`config.mk`:
```
export PLATFORM = sky130hd
export DESIGN_NAME = alu_exec_ctrl
export DESIGN_NICKNAME = d
export VERILOG_FILES = /design/src/rtl/alu_exec_ctrl.sv
export SDC_FILE = /design/constraint.sdc
export NUM_CORES = 1
export LEC_CHECK = 0
export ABC_AREA = 1
export BUFFER_PORTS_ARGS = -buffer_cell sky130_fd_sc_hd__buf_2
export CORE_AREA = 2 2 122 124
export DETAILED_ROUTE_END_ITERATION = 16
export DIE_AREA = 0 0 124 126
export PLACE_DENSITY = 0.78
export SLEW_MARGIN = 20
export SYNTH_ARGS = -nofsm -noshare
export SYNTH_HDL_FRONTEND = slang
export SYNTH_SLANG_ARGS = --single-unit
```
`constraint.sdc`:
```
create_clock -name clk -period 2.6 [get_ports clk]
set_input_delay 0.26 -clock clk [delete_from_list [all_inputs] [get_ports clk]]
set_output_delay 0.26 -clock clk [all_outputs]
set_load 0.005 [all_outputs]
```
`src/rtl/alu_exec_ctrl.sv`:
```
// Execute-stage controller: issues one operation at a time to the combinational ALU
// or the NPU, and returns the result, zero flag, tag and error on a valid/ready port.
module alu_exec_ctrl #(
    parameter int DATA_W      = 32,
    parameter int TAG_W       = 5,
    parameter int MUL_CYCLES  = 3,
    parameter int NPU_TIMEOUT = 255
) (
    input  logic              clk,
    input  logic              rst_n,
    input  logic              in_valid,
    output logic              in_ready,
    input  logic [3:0]        in_op,
    input  logic [DATA_W-1:0] in_a,
    input  logic [DATA_W-1:0] in_b,
    input  logic [TAG_W-1:0]  in_tag,
    output logic [DATA_W-1:0] alu_a,
    output logic [DATA_W-1:0] alu_b,
    output logic [3:0]        alu_op,
    input  logic [DATA_W-1:0] alu_result,
    input  logic              alu_zero,
    output logic              npu_req,
    output logic [DATA_W-1:0] npu_a,
    output logic [DATA_W-1:0] npu_b,
    input  logic              npu_ack,
    input  logic [DATA_W-1:0] npu_result,
    output logic              out_valid,
    input  logic              out_ready,
    output logic [DATA_W-1:0] out_result,
    output logic              out_zero,
    output logic [TAG_W-1:0]  out_tag,
    output logic              out_err
);

    localparam logic [3:0] OP_MUL    = 4'b1010;
    localparam logic [3:0] OP_CUSTOM = 4'b1111;
    localparam int MCW = (MUL_CYCLES > 1) ? $clog2(MUL_CYCLES) : 1;
    localparam int NCW = $clog2(NPU_TIMEOUT + 1);

    typedef enum logic [2:0] {IDLE, EXEC, MULW, NPUW, DONE} state_t;

    state_t             r_state;
    state_t             w_state_next;
    logic [3:0]         r_op;
    logic [DATA_W-1:0]  r_a;
    logic [DATA_W-1:0]  r_b;
    logic [TAG_W-1:0]   r_tag;
    logic [MCW-1:0]     r_mul_cnt;
    logic [NCW-1:0]     r_npu_cnt;
    logic [DATA_W-1:0]  r_out_result;
    logic               r_out_zero;
    logic [TAG_W-1:0]   r_out_tag;
    logic               r_out_err;

    logic w_accept;
    logic w_illegal;
    logic w_npu_timeout;

    assign in_ready      = (r_state == IDLE) && rst_n;
    assign w_accept      = in_valid && in_ready;
    assign w_illegal     = (r_op >= 4'b1011) && (r_op <= 4'b1110);
    // Timeout fires on the NPU_TIMEOUT-th cycle spent waiting in NPUW
    assign w_npu_timeout = (r_npu_cnt == NCW'(NPU_TIMEOUT - 1));

    assign alu_a      = r_a;
    assign alu_b      = r_b;
    assign alu_op     = r_op;
    assign npu_req    = (r_state == NPUW);
    assign npu_a      = (r_state == NPUW) ? r_a : '0;
    assign npu_b      = (r_state == NPUW) ? r_b : '0;
    assign out_valid  = (r_state == DONE);
    assign out_result = r_out_result;
    assign out_zero   = r_out_zero;
    assign out_tag    = r_out_tag;
    assign out_err    = r_out_err;

    always_comb begin
        w_state_next = r_state;
        case (r_state)
            IDLE: begin
                if (w_accept) begin
                    if (in_op == OP_CUSTOM)   w_state_next = NPUW;
                    else if (in_op == OP_MUL) w_state_next = MULW;
                    else                      w_state_next = EXEC;
                end
            end
            EXEC:    w_state_next = DONE;
            MULW:    if (r_mul_cnt == '0) w_state_next = DONE;
            NPUW:    if (npu_ack || w_npu_timeout) w_state_next = DONE;
            DONE:    if (out_ready) w_state_next = IDLE;
            default: w_state_next = IDLE;
        endcase
    end

    always_ff @(posedge clk) begin
        if (!rst_n) begin
            r_state      <= IDLE;
            r_op         <= '0;
            r_a          <= '0;
            r_b          <= '0;
            r_tag        <= '0;
            r_mul_cnt    <= '0;
            r_npu_cnt    <= '0;
            r_out_result <= '0;
            r_out_zero   <= 1'b1;
            r_out_tag    <= '0;
            r_out_err    <= 1'b0;
        end else begin
            r_state <= w_state_next;
            if (r_state != DONE && w_state_next == DONE) begin
                r_out_tag <= r_tag;
            end
            case (r_state)
                IDLE: begin
                    if (w_accept) begin
                        r_op      <= in_op;
                        r_a       <= in_a;
                        r_b       <= in_b;
                        r_tag     <= in_tag;
                        r_mul_cnt <= MCW'(MUL_CYCLES - 1);
                        r_npu_cnt <= '0;
                    end
                end
                EXEC: begin
                    if (w_illegal) begin
                        r_out_result <= '0;
                        r_out_zero   <= 1'b1;
                        r_out_err    <= 1'b1;
                    end else begin
                        r_out_result <= alu_result;
                        r_out_zero   <= alu_zero;
                        r_out_err    <= 1'b0;
                    end
                end
                MULW: begin
                    if (r_mul_cnt != '0) begin
                        r_mul_cnt <= r_mul_cnt - MCW'(1);
                    end else begin
                        r_out_result <= alu_result;
                        r_out_zero   <= alu_zero;
                        r_out_err    <= 1'b0;
                    end
                end
                NPUW: begin
                    // An ack arriving on the timeout cycle still delivers its result
                    if (npu_ack) begin
                        r_out_result <= npu_result;
                        r_out_zero   <= (npu_result == '0);
                        r_out_err    <= 1'b0;
                    end else if (w_npu_timeout) begin
                        r_out_result <= '0;
                        r_out_zero   <= 1'b1;
                        r_out_err    <= 1'b1;
                    end else begin
                        r_npu_cnt <= r_npu_cnt + NCW'(1);
                    end
                end
                default: ;
            endcase
        end
    end

endmodule
```
==> metrics.cfg, run 1 <==
[die]
initial_core_util=0.424
rows=44
core-area_um2=14300
io_pins=317
die_area_um2=15600
die_w_um=124
die_h_um=126

[cts]
insertion_delay_ns=0.42
postCtsHoldBufs=0
numCtsBuffers=17
cts.htree.levels=4
clk_path_buf_depth=2
cts_tree=built
clockRootBuffer=clkbuf_16
clock_sinks=125
path_clk_slew_ns=0.06

[timing]
post-route-period-util=0.764
final.setup.tns_ns=0
fin_skew_ns=0.00740
final.min_clock_period_ns=1.99
slew_headroom=0.564
clock.fmax_mhz=504
setup_violations=0
slew_violations=0
worstMarginPinSlew_ns=0.654
rsz0062_at_grt=no
hold_violations=0

[synthesis]
synth_edf_count=0
synth_fp_nets=1073
synth_area_leader_cell=dfxtp_1
synth.distinct_cells=29
synth_area_leaders=dfxtp_1, nor2_1, nand3_1
synth_simple_gate_area_frac=0.326
ys_ff_latch=125
yosysWarnings=0
synth_flop_cell=dfxtp_1
synthAdderAreaFrac=0.00618
synth_top_area_share=0.412
synthCells=927
async_flop_share=0
synth_xor_area_frac=0.00288
synth_top_family_by_area=simple AND/OR/NAND/NOR gates
synth_compound_area_frac=0.124
syn_area_um2=6070
seq_area_frac_synth=0.412
synth_area_per_cell_um2=6.55
synth_mux_area_frac=0

[pwr]
intPower_mw=4.23
ir_worst_vdd_uv=504
p_switching_mw=1.38
power_frac_seq=0.378
combPwrFrac=0.127
p_sw_frac=0.245
power_density_nw_per_um2=671
power_mw=5.61
clkPwrFrac=0.495
power.leakage_nw=4.29

[critical_path]
rr_worst_depth=11
required_ns=2.34
critPathCaptureType=primary output
crit_start=r_state[0]
cp_slowest_cell=dfxtp_1
crit_path_max_fanout=39
cp_cell_sequence=nand2_1 > nor2_2 > buf_4 > buf_2
reg2reg_from=r_npu_cnt[0]
cp_slowest_stage_delay_ns=0.41
crit_type=reg -> out
path_delay_family=buffers and inverters
worst-path-buf-inv=2
critical_path_depth=4
arrival_ns=1.73
worstSetupStartpointType=flop

[routing]
route.detailed.drc=0
routedWlPerCell_um=14.2
vias=6861
routed_wirelength_um=20000
ant_nets=0
routed_via_density=4.86
drtIter0Drc=441
dr.pass1.iters=6

[layout]
ff_latch_area_um2=2500
most-common-layout-cells=buf_2, nor2_1, nand2_1
layout.nets=1360
diodes=0
finalInstanceArea_um2=8350
area_growth_syn_to_layout_pct=37.6
layout_commonest_cell=buf_2
multi_input_area_um2=2800
fill_cells=1361
drive_above_1_share=0.306

[placed_design]
dpl.hpwl_um=14600
placed_cell_area_um2=7650
port_buffers=316
place_congestion=0.895

[grt]
grt_pass1_vias=6048
grt_max_degree=117
grt-ovfl-total=0
grt_util_all_layers=0.245
grt_antenna_before_repair=0
grt_pass1_wl_um=29700

[outcome]
status=finished clean

[run]
cap_violations=0

[min_path]
min_path_cells=3
hold_path.class=in -> reg
min_from=in_tag[2]

==> final timing paths <==
| path | end | slack [ns] |
|---|---|---|
| hold reg to reg | alu_a[18] | 0.46 |
| hold / removal | r_tag[2] | 0.05 |
| setup reg to reg | out_result[28] | 0.65 |
| setup / recovery | npu_req | 0.61 |
==> power by group through the flow <==
stage / clock, mW / combinational [mW] / sequential (mW)
final: 2.77 / 0.711 / 2.12
after global routing: 2.92 / 0.796 / 2.14
after CTS: 2.82 / 0.714 / 2.12
after detailed placement: 0 / 0.708 / 2.16
after global placement: 0 / 0.699 / 2.16
after floorplan: 0 / 0.365 / 2.17
==> cell families after synthesis <==
family / count (synthesis)
AND/OR/NAND/NOR: 474
buffers and inverters: 174
AO/OA/AOI/OAI: 149
flip-flops: 125
adder cells (fa/ha/maj): 3
XOR/XNOR: 2
==> cells in the mapped netlist, types with 2 or more instances <==
cell type / n
nor3_2: 2
buf_4: 5
buf_6: 13
buf_1: 13
nand2_2: 4
dfxtp_1: 125
nand3_1: 117
o21ai_0: 62
ha_1: 3
buf_2: 7
inv_1: 111
nor2_2: 4
nand2_1: 153
nand4_1: 3
o21ai_1: 11
inv_2: 3
nor2_1: 188
a21oi_1: 72
clkbuf_1: 21
==> area by class of cell <==
cell class              count  share of cell area
inverters                 115              0.0523
multi-input cells         628               0.335
repair buffers            327               0.202
well taps                 184              0.0276
flip-flops and latches    125               0.300
clock buffers              20              0.0559
clock inverters            12              0.0277
==> stage by stage <==
step / cells / setup slack (ns) / hold slack [ns] / utilization
2_1_floorplan: 927 / 1.19 / 0.370 / -
3_3_place_gp: 1379 / 0.712 / 0.452 / 0.535
3_5_place_dp: 1379 / 0.675 / 0.457 / 0.535
4_1_cts: 1411 / 0.271 / 0.0317 / 0.583
5_1_grt: 1411 / 0.459 / 0.0477 / 0.584
6_report: 1411 / 0.615 / 0.0479 / 0.584
==> flip-flops by register name, indices dropped and copies added (netlist names) <==
register	flops
r_tag	5
out_zero	1
out_tag	5
out_err	1
alu_a	32
alu_op	4
r_state	3
r_npu_cnt	8
alu_b	32
out_result	32
r_mul_cnt	2
==> per-layer routing <==
layer / GRT usage / routed length, um / share of wire
met3: 0.0811 / 1900 / 0.095
met4: 0.120 / 777 / 0.039
met2: 0.414 / 9610 / 0.48
met5: 0 / 0 / 0
met1: 0.275 / 7700 / 0.39
==> worst min-delay path, stage by stage <==
cell and delay (ns):
buf_2 0.08, nand2_1 0.04, nand2_1 0.05
==> timing repair <==
item / in CTS / in global routing
resized for setup: 0 / 1
setup endpoints to repair: 0 / 64
setup buffers: 0 / 0
Note: power is estimated with default switching activity, not from simulation.
==> run 2, diff against run 1 <==
--- a/config.mk
+++ b/config.mk
@@ -7,10 +7,10 @@
 export LEC_CHECK = 0
 export ABC_AREA = 1
 export BUFFER_PORTS_ARGS = -buffer_cell sky130_fd_sc_hd__buf_2
-export CORE_AREA = 2 2 122 124
+export CORE_ASPECT_RATIO = 2
+export CORE_UTILIZATION = 41
 export DETAILED_ROUTE_END_ITERATION = 16
-export DIE_AREA = 0 0 124 126
-export PLACE_DENSITY = 0.78
+export PLACE_DENSITY = 0.79
 export SLEW_MARGIN = 20
 export SYNTH_ARGS = -nofsm -noshare
 export SYNTH_HDL_FRONTEND = slang
==> constraint.sdc (replaced) <==
create_clock -name clk -period 1.8 [get_ports clk]
set_input_delay 0.18 -clock clk [delete_from_list [all_inputs] [get_ports clk]]
set_output_delay 0.18 -clock clk [all_outputs]
set_load 0.005 [all_outputs]
==> run 2 against run 1 <==
Effect of this change:
- clock skew barely moved
- combinational power rose by 45%
- non-clock buffer count rose by 12
- wire length rose by 3.3%
- critical endpoint is now npu_a[6]
- register-to-register slack got worse by 0.49 ns
- utilization rose by 0.99 points
- final area rose by 2.5%
- flip-flop and latch count did not move
- highest routed layer unchanged
- die area fell by 1.9%
- setup slack got worse by 0.56 ns
- sequential share of layout area fell by 0.68 points
- first-iteration DRC count fell by 39%
==> metrics.cfg, run 2 (synthesis gave the netlist of run 1 again) <==
[outcome]
status=finished clean

[timing]
worstMarginPinSlew_ns=0.489
slew_headroom=0.674
final.min_clock_period_ns=1.75
clock.fmax_mhz=572
slew_violations=0
final.setup.tns_ns=0
post-route-period-util=0.971
fin_skew_ns=0.00770
fin_ws_ns=0.0522
hold_violations=0
setup_violations=0

[cts]
path_clk_slew_ns=0.06
cts_tree=built
clock_sinks=125
insertion_delay_ns=0.41
numCtsBuffers=17
cts.htree.levels=4
clockRootBuffer=clkbuf_16
clk_path_buf_depth=2

[pwr]
clkPwrFrac=0.484
power_density_nw_per_um2=930
power_frac_seq=0.386
combPwrFrac=0.130
p_sw_frac=0.252
power.leakage_nw=4.36
intPower_mw=5.95
ir_worst_vdd_uv=698
p_switching_mw=2.01

[grt]
grt-ovfl-total=0
grt_antenna_before_repair=1
grt_pass1_vias=6600
grt_pass1_wl_um=31000
grt_util_all_layers=0.259
grt_max_degree=117

[min_path]
hold_path.class=in -> reg

[layout]
drive_above_1_share=0.314
fill_cells=1374
layout_commonest_cell=buf_2
finalInstanceArea_um2=8560
stdcell_count=1432
area_growth_syn_to_layout_pct=41.0
final_util=0.594
layout.nets=1372
most-common-layout-cells=buf_2, nor2_1, nand2_1

[placed_design]
placed_cell_area_um2=7750
port_buffers=316
dpl.cell_count=1389
dpl.hpwl_um=14400
pre_cts_ws_ns=0.168
place_congestion=0.870

[critical_path]
critPathCaptureType=primary output
crit_path_max_fanout=33
crit_type=reg -> out
worstSetupStartpointType=flop
required_ns=1.62
arrival_ns=1.57
r2r_slack_ns=0.16

[routing]
vias=7015
dr.pass1.iters=5
routedWlPerCell_um=14.4
route.detailed.drc=0
routed_via_density=4.90
routed_wirelength_um=20700
ant_nets=0
drtIter0Drc=267

[die]
die_area_um2=15300
die_w_um=88.1
io_pins=317
rows=62
die_h_um=174
initial_core_util=0.421
core-area_um2=14400

[run]
cap_violations=0

[run 2: power by group through the flow]
stage               Combinational [mW]  Sequential (mW)  Clock (mW)
floorplan                        0.527             3.13           0
global placement                 0.992             3.12           0
detailed placement                1.01             3.13           0
CTS                               1.03             3.08        3.91
global route                      1.17             3.09        4.03
finish                            1.03             3.07        3.85
[run 2: worst paths after layout]
check | from | endpoint | depth (start not counted)
worst max-delay path | r_state[1] | npu_a[6] | 6
worst max register to register | r_state[1] | alu_b[23] | 7
worst min-delay path | in_a[24] | alu_a[24] | 3
worst min register to register | alu_a[4] | alu_a[4] | 2
[run 2: area by class of cell]
class / instances / area, um^2 / area share
multi-input combinational: 628 / 2810 / 0.328
sequential: 125 / 2510 / 0.293
timing repair buffer: 339 / 1900 / 0.222
clock buffer: 19 / 453 / 0.0529
inverter: 115 / 434 / 0.0507
tap: 192 / 240 / 0.0280
clock inverter: 13 / 211 / 0.0247
antenna: 1 / 2.50 / 0.000292
[run 2: layer usage]
| layer | part of all wire | vias up | track usage |
|---|---|---|---|
| met5 | 0 | - | 0 |
| met4 | 0.031 | 0 | 0.124 |
| met3 | 0.064 | 42 | 0.0655 |
| met2 | 0.54 | 293 | 0.493 |
| met1 | 0.36 | 3164 | 0.246 |
| li1 | - | 3516 | - |
[run 2: through the flow]
| stage | hold slack, ns | power [mW] |
|---|---|---|
| after floorplan | 0.290 | 3.66 |
| after global placement | 0.377 | 4.12 |
| after detailed placement | 0.383 | 4.14 |
| after CTS | 0.0154 | 8.02 |
| after global routing | 0.0381 | 8.29 |
| final | 0.0336 | 7.96 |
[run 2: critical path: stages (launching register included)]
cell and delay, ns:
dfxtp_2 0.37, nand2_2 0.07, nor2_2 0.13, inv_2 0.10, buf_16 0.19, nor2_1 0.13
buf_2 0.13
[run 2: what timing repair did]
item / CTS / global route
pin swaps: 0 / 1
hold endpoints to repair: 7 / 0
gates cloned: 0 / 2
buffers inserted: 0 / 1
hold buffers: 7 / 0
setup endpoints to repair: 43 / 62
resized for setup: 2 / 9
==> run 3, diff against run 2 <==
--- a/config.mk
+++ b/config.mk
@@ -7,10 +7,10 @@
 export LEC_CHECK = 0
 export ABC_AREA = 1
 export BUFFER_PORTS_ARGS = -buffer_cell sky130_fd_sc_hd__buf_2
-export CORE_ASPECT_RATIO = 2
-export CORE_UTILIZATION = 41
+export CORE_AREA = 2 2 122 124
 export DETAILED_ROUTE_END_ITERATION = 16
-export PLACE_DENSITY = 0.79
+export DIE_AREA = 0 0 124 126
+export PLACE_DENSITY = 0.78
 export SLEW_MARGIN = 20
 export SYNTH_ARGS = -nofsm -noshare
 export SYNTH_HDL_FRONTEND = slang
==> constraint.sdc (replaced) <==
create_clock -name clk -period 2.2 [get_ports clk]
set_input_delay 0.22 -clock clk [delete_from_list [all_inputs] [get_ports clk]]
set_output_delay 0.22 -clock clk [all_outputs]
set_load 0.005 [all_outputs]
==> run 3 against run 2 <==
Effect of this change:
- sequential share of layout area rose by 0.77 points
- flip-flop and latch count did not move
- final cell count fell by 0.91%
- wire length fell by 3.5%
- non-clock buffer count fell by 5
- die area rose by 1.9%
- utilization fell by 1.2 points
- critical path depth did not move
- global-route usage fell by 1.1 points
- largest power group unchanged
==> metrics.cfg, run 3 (synthesis gave the netlist of run 1 again) <==
[grt]
grt_pass1_vias=6202
grt_util_all_layers=0.248
grt_antenna_before_repair=1
grt-ovfl-total=0
grt_max_degree=117
grt_pass1_wl_um=30600

[run]
cap_violations=0

[cts]
cts_resized=0
insertion_delay_ns=0.41
cts_setup_buffers=0
cts_tree=built
cts.htree.levels=4
numCtsBuffers=17
postCtsHoldBufs=2
clockRootBuffer=clkbuf_16
clock_sinks=125
path_clk_slew_ns=0.05
clk_path_buf_depth=2

[routing]
ant_nets=0
vias=6926
routedWlPerCell_um=14.0
routed_via_density=4.88
drtIter0Drc=418
routed_wirelength_um=19900
dr.pass1.iters=5
route.detailed.drc=0

[timing]
slew_violations=0
rsz0062_at_grt=no
final.min_clock_period_ns=2.05
fin_skew_ns=0.00632
clock.fmax_mhz=489
fin_ws_ns=0.154
worstMarginPinSlew_ns=1.07
post-route-period-util=0.930
slew_headroom=0.285
setup_violations=0
hold_violations=0
final.setup.tns_ns=0

[pwr]
power_density_nw_per_um2=756
power_mw=6.30
ir_worst_vdd_uv=477
power.leakage_nw=4.27

[critical_path]
reg2reg_from=r_state[0]
arrival_ns=1.83
cp_cell_sequence=nand2_1 > nor2_2 > inv_2 > buf_4 > nor2_1 > buf_2
cp_slowest_stage_delay_ns=0.36
critPathCaptureType=primary output
path_delay_family=buffers and inverters
r2r_slack_ns=0.39
rr_worst_depth=7
r2r_end=alu_a[13]
crit_type=reg -> out
cp_slowest_cell=dfxtp_1
crit_path_max_fanout=25
worst-path-buf-inv=3
required_ns=1.98
worstSetupStartpointType=flop

[layout]
layout.nets=1367
stdcell_count=1419
area_growth_syn_to_layout_pct=37.1
drive_above_1_share=0.306
layout_commonest_cell=buf_2
most-common-layout-cells=buf_2, nor2_1, nand2_1

[placed_design]
port_buffers=316
dpl.hpwl_um=14700
place_congestion=0.849
pre_cts_ws_ns=0.414
dpl.cell_count=1384

[die]
core-area_um2=14300
io_pins=317
initial_core_util=0.424
die_h_um=126
die_w_um=124
rows=44
die_area_um2=15600

[min_path]
hold_path.class=in -> reg
min_path_cells=3
holdPathEnd=r_tag[0]
min_from=in_tag[0]

[outcome]
status=finished clean

## run 3: changes by cell type in the layout (fill, tap and decap cells not counted), moves of 3 or more
cell,before,now
dlygate4sd3_1,7,2
buf_12,7,1
clkbuf_1,0,3
nor2_2,10,4
nor2_1,182,188
buf_4,7,16
## run 3: how the worst max path moves through the flow
stage                 startpoint            end  slack (ns)  cells past startpoint
floorplan           r_npu_cnt[0]       out_zero        0.79                     10
global placement    r_npu_cnt[0]  out_result[0]        0.47                     11
detailed placement    r_state[0]      alu_b[22]        0.41                      7
CTS                   r_state[0]      npu_a[15]        0.13                      6
global route          r_state[0]      npu_a[15]        0.02                      6
finish                r_state[0]      npu_a[11]        0.15                      6
## run 3: cell type report
| type | instances | area [um^2] |
|---|---|---|
| Timing Repair Buffer | 334 | 1740 |
| Clock buffer | 22 | 464 |
| Fill cell | 1388 | 5990 |
| Tap cell | 184 | 230 |
| Clock inverter | 10 | 163 |
| Multi-Input combinational cell | 628 | 2800 |
| Sequential cell | 125 | 2500 |
| Antenna cell | 1 | 2.50 |
| Inverter | 115 | 434 |
## run 3: worst reg2reg max path, delay by kind of cell, from the launching register on
kind	cells	cell delay [ns]
compound gates	2	0.26
buf+inv	1	0.36
flops	1	0.36
simple gates	4	0.72
## run 3: power breakdown
group          switching (mW)  internal (mW)
logic                   0.471          0.354
clock network            1.01           1.96
registers              0.0801           2.43
total                    1.56           4.73
## run 3: metal layers
| layer | routed length [um] | part of all wire | track usage |
|---|---|---|---|
| met1 | 7840 | 0.39 | 0.278 |
| met2 | 9670 | 0.49 | 0.425 |
| met3 | 1890 | 0.095 | 0.0974 |
| met4 | 525 | 0.026 | 0.0866 |
| met5 | 0 | 0 | 0 |
## run 3: through the flow
stage                     hold WS, ns  area, um^2  utilization
final                          0.0151        8330        0.582
after global routing           0.0169        8330        0.582
after CTS                     0.00161        8330        0.582
after detailed placement        0.427        7680        0.536
after global placement          0.424        7680        0.536
after floorplan                 0.330        6070            -
